$ cat src/rtl/apb_completer_mem.sv
// apb_completer_mem: APB4/APB5 memory-backed completer with programmable wait states and PSLVERR on out-of-range; COMPLETER_PROT_CHECK_EN makes the upper half privileged-only
`ifndef ADDR_WIDTH
`define ADDR_WIDTH 32
`endif
`ifndef DATA_WIDTH
`define DATA_WIDTH 32
`endif
module apb_completer_mem #(
  parameter int ADDR_WIDTH = `ADDR_WIDTH,
  parameter int DATA_WIDTH = `DATA_WIDTH,
  parameter int MEM_DEPTH = 16,
  parameter logic [ADDR_WIDTH-1:0] BASE_ADDR = '0,
  parameter int WAIT_WIDTH = 4
) (
  input  logic                    pclk,
  input  logic                    preset,
  input  logic [ADDR_WIDTH-1:0]   paddr,
  input  logic [2:0]              pprot,
  input  logic                    pnse,
  input  logic                    psel,
  input  logic                    penable,
  input  logic                    pwrite,
  input  logic [DATA_WIDTH-1:0]   pwdata,
  input  logic [DATA_WIDTH/8-1:0] pstrb,
  output logic                    pready,
  output logic [DATA_WIDTH-1:0]   prdata,
  output logic                    pslverr,
  input  logic                    pwakeup,
  input  logic [WAIT_WIDTH-1:0]   cfg_wait
);
  localparam int NB = DATA_WIDTH / 8;
  localparam int LSB = $clog2(NB);
  localparam int IW = $clog2(MEM_DEPTH);
  typedef enum logic [1:0] {IDLE, WAIT, RESP} state_t;
  state_t state_q, state_d;
  logic [WAIT_WIDTH-1:0] cnt_q, cnt_d;
  logic [IW-1:0] idx_q, idx, rd_idx;
  logic wr_q, err_q, hit, err, setup, commit, rd_err, rd_wr;
  logic [DATA_WIDTH-1:0] wdata_q, prdata_q, prdata_d;
  logic [NB-1:0] strb_q;
  logic [DATA_WIDTH-1:0] mem_q [MEM_DEPTH];
  logic pready_q, pready_d, pslverr_q, pslverr_d;
  logic [ADDR_WIDTH-1:0] off, idx_full;
  logic unused_in;
  assign off = paddr - BASE_ADDR;
  assign idx_full = off >> LSB;
  assign idx = idx_full[IW-1:0];
  assign hit = (paddr >= BASE_ADDR) && (idx_full < ADDR_WIDTH'(MEM_DEPTH));
`ifdef COMPLETER_PROT_CHECK_EN
  assign err = !hit || (idx[IW-1] && !pprot[0]);
`else
  assign err = !hit;
`endif
  assign unused_in = ^{pnse, pwakeup, pprot};
  assign setup = psel && !penable;
  // Next state: setup from IDLE loads the wait count, WAIT counts down to RESP, RESP always returns to IDLE
  always_comb begin
    state_d = state_q;
    cnt_d = cnt_q;
    case (state_q)
      IDLE: if (setup) begin
        cnt_d = cfg_wait;
        state_d = (cfg_wait == '0) ? RESP : WAIT;
      end
      WAIT: begin
        cnt_d = cnt_q - 1'b1;
        state_d = !psel ? IDLE : (cnt_q == WAIT_WIDTH'(1)) ? RESP : WAIT;
      end
      default: state_d = IDLE;
    endcase
  end
  // Response is built on the edge entering RESP; a zero-wait transfer uses the live decode instead of the latched one
  always_comb begin
    rd_idx = (state_q == IDLE) ? idx : idx_q;
    rd_err = (state_q == IDLE) ? err : err_q;
    rd_wr = (state_q == IDLE) ? pwrite : wr_q;
    pready_d = (state_d == RESP) && (state_q != RESP);
    pslverr_d = pready_d && rd_err;
    prdata_d = (pready_d && !rd_err && !rd_wr) ? mem_q[rd_idx] : '0;
    commit = (state_q == RESP) && psel && wr_q && !err_q;
  end
  // State, counter and registered response outputs
  always_ff @(posedge pclk) begin
    if (preset) begin
      state_q <= IDLE;
      cnt_q <= '0;
      pready_q <= 1'b0;
      prdata_q <= '0;
      pslverr_q <= 1'b0;
    end else begin
      state_q <= state_d;
      cnt_q <= cnt_d;
      pready_q <= pready_d;
      prdata_q <= prdata_d;
      pslverr_q <= pslverr_d;
    end
  end
  // Transfer attributes captured in the setup phase; later bus changes are ignored
  always_ff @(posedge pclk) begin
    if (state_q == IDLE && setup) begin
      idx_q <= idx;
      wr_q <= pwrite;
      err_q <= err;
      wdata_q <= pwdata;
      strb_q <= pstrb;
    end
  end
  // Storage array: cleared by reset, byte-lane write on the edge leaving RESP
  always_ff @(posedge pclk) begin
    if (preset) begin
      for (int i = 0; i < MEM_DEPTH; i++) mem_q[i] <= '0;
    end else if (commit) begin
      for (int b = 0; b < NB; b++) if (strb_q[b]) mem_q[idx_q][8*b +: 8] <= wdata_q[8*b +: 8];
    end
  end
  assign pready = pready_q;
  assign prdata = prdata_q;
  assign pslverr = pslverr_q;
endmodule

$ cat config.mk
export PLATFORM = sky130hd
export DESIGN_NAME = apb_completer_mem
export DESIGN_NICKNAME = d
export VERILOG_FILES = /design/src/rtl/apb_completer_mem.sv
export SDC_FILE = /design/constraint.sdc
export NUM_CORES = 1
export LEC_CHECK = 0
export BUFFER_PORTS_ARGS = -buffer_cell sky130_fd_sc_hd__buf_2
export CAP_MARGIN = 20
export CORE_MARGIN = 1
export CORE_UTILIZATION = 40
export DETAILED_ROUTE_END_ITERATION = 8
export SKIP_LAST_GASP = 1
export SLEW_MARGIN = 20
export SYNTH_ARGS = -nofsm -noshare
export SYNTH_HDL_FRONTEND = slang
export SYNTH_SLANG_ARGS = --single-unit
$ cat constraint.sdc
create_clock -name pclk -period 4.9 [get_ports pclk]
set_clock_uncertainty 0.05 [all_clocks]
set_input_delay 0.735 -clock pclk [delete_from_list [all_inputs] [get_ports pclk]]
set_output_delay 0.735 -clock pclk [all_outputs]
set_load 0.005 [all_outputs]
==> impl_results.md <==
- Outcome: complete, but fails checks
- Failing checks: design-rule violations
- Synth Area in XOR/XNOR: 0
- CP delay by family, top: compound AO/OA/AOI/OAI gates
- Worst setup EP type: flip-flop
- H-tree Lvls: 2
- Area of the mapped netlist: 26810 um2
- Non-filler cells, final: 3055
- Worst Path Buf+Inv: 1
- Static leakage: 11.54 nW
- Worst slew pin tran: 1118 ps
- Levels on crit path: 6
- Detail Route Antenna Nets: 0
- Overflow after GRT: 0
- Layout Utilization: 0.4557
- Critical path launch point type: flip-flop
- Post-Synth Simple-Gate Area: 0.2366
- Setup TNS: 0 ps
- Post-cts resize count: 0
- Distinct cells, synth: 43
- Post-synthesis register bit count: 594
- Syn_area_per_cell: 12.69 um2
- EDFF count, synth: 554
- Worst path slowest cell: o211ai_4
- Post-CTS Setup Inserts: 0
- Hold_ws: 220.9 ps
- CTS Buffer Depth: 3
- Vias/cell: 5.624
- Synthesis Warnings: 0
- Mux contribution to synthesized area: 0.0003734
- Max Fanout on Critical Path: 33
- Final setup fails: 0
- Die height: 260.9 um
- Final Total Pwr: 11.39 mW
- Critical path's largest stage delay: 950 ps
- R2R setup slack: 1120 ps
- Synth top cells by count: edfxtp_1 (554), and2_1 (512), and3_1 (257)
- Pin count of the biggest net entering global routing: 257
- Syn nets: 2197
- Slew margin rel.: 0.2509
- Most frequent cell after synthesis: edfxtp_1
- Leading area contributor after synthesis: edfxtp_1
- Initial core utilization: 0.4063
- Area grow syn2layout: 12.15%
- Clock sink count: 594
- Max Clock Freq: 264.5 MHz
- Crit path cell chain: nor3b_1, o211ai_4, buf_4, a211oi_1, or4_1, o22ai_1
- Max-Cap Viols: 0
- CTS tree: built
- PwrDens: 378.9 nW/um2
- Final instance area: 30070 um2
- Core Rows: 94
- DR WL/cell: 23.22 um
- # port buffers: 108
- WP data arrival: 4240 ps
- RSZ-0062 raised after global routing: no
- Crit path kind: flip-flop to flip-flop
- Drt first pass iters: 7
- Root buf cell: clkbuf_16
- Final worst path period share: 0.7717
- Dpl ws: 1217 ps
- Initial antenna violation count: 1
- Hold Path Depth: 1
- Placed cell area: 27970 um2
- Dpl hpwl: 43470 um
- Hold bufs inserted after CTS: 0
- I/O pin cnt: 116
- CTS Buf Count: 61
- Worst-path clk slew: 60 ps
- Worst EP required: 5360 ps
- Synthesized netlist cell count: 2113
- Synth top area cells: edfxtp_1 (62%), and2_1 (12%), a211oi_1 (7.2%), and3_1 (6.0%), dfxtp_1 (3.0%)
- Area share of the largest cell type after synthesis: 0.6206
- Core Footprint: 65980 um2
- Total Nets Final: 2223
- Global-route wire length before repair: 104100 um
- Die Wd: 260.9 um
- Initial DRC count: 1313
- Final Hold Viols: 0
- VDD IR-drop max: 0.2733 mV
- Via count: 17182
- Worst-skew pair later-pin latency: 630 ps
- Drt drc: 6
- Predominant post-synthesis flop cell: edfxtp_1
- Number of global-route vias before repair: 17175
- Final WS setup: 1119 ps
- Share of layout cells above drive strength 1: 0.1365
- Overall global routing resource usage: 0.2063
- Largest family of logic cells by synthesized area: simple AND/OR/NAND/NOR gates
- Min-delay worst type: input pin to flip-flop
- GP Congestion: 0.8147
- Clock period minus worst slack: 3781 ps
- Slew Limit Fails: 0
- Total routed wirelength: 70940 um
- Post-synthesis adder-cell area fraction: 0.0009335
- Total die area: 68060 um2
- Sequential-to-total area share from yosys stat: 0.6505
- Placed insts: 2939
- Post-synth ARST share: 0
- Worst r2r path cells: 6
- Compound-cell area share of the yosys netlist: 0.08518
where the power goes:
group	internal [mW]	switching [mW]	total [mW]	leakage, nW
clock network	2.84	1.96	4.80	1.02
logic	0.256	0.529	0.785	4.51
registers	5.69	0.114	5.80	6.01
cells in the final DEF (no fill, tap or decap), types with 15 or more instances in the layout:
cell and instances:
dfxtp_1 40, or2_2 65, clkinv_2 15, and2_1 512
nor2_1 78, nand2_1 21, buf_4 15, a211oi_1 256
buf_2 108, o22ai_1 34, edfxtp_1 554, or4_1 65
clkbuf_16 62, and3_1 257
flip-flops by register name, summed over array words and instances, names as in the netlist:
signal / cells
cnt_q: 4
pready: 1
wr_q: 1
strb_q: 4
pslverr: 1
mem_q: 512
state_q: 2
err_q: 1
wdata_q: 32
idx_q: 4
prdata: 32
routing by layer:
metal	wire, um	up-vias	GRT usage
met5	0	-	0
met4	2268	0	0.07018
met3	3352	130	0.02885
met2	34620	479	0.3502
met1	30700	8652	0.2703
li1	-	7921	-
final timing paths:
check                  start         end
setup / recovery  state_q[1]  prdata[24]
hold / removal      pstrb[2]   strb_q[2]
setup reg to reg  state_q[1]  prdata[24]
hold reg to reg     cnt_q[0]    cnt_q[0]
area by class of cell:
class / count / area (um2)
fill: 5938 / 35920
sequential: 594 / 17440
multi-input combinational: 1350 / 8725
clock buffer: 79 / 1645
tap: 864 / 1081
timing repair buffer: 128 / 735.7
clock inverter: 35 / 424.2
inverter: 4 / 15.01
antenna: 1 / 2.502
logic make-up (layout without fill, tap and decap cells):
family,count (synthesis),in the layout
flops,594,594
buf+inv,169,246
other cells,0,1
fa+ha+maj,2,2
simple gates,1038,1038
mux,1,1
compound gates,309,309
Note: power is estimated with default switching activity, not from simulation.
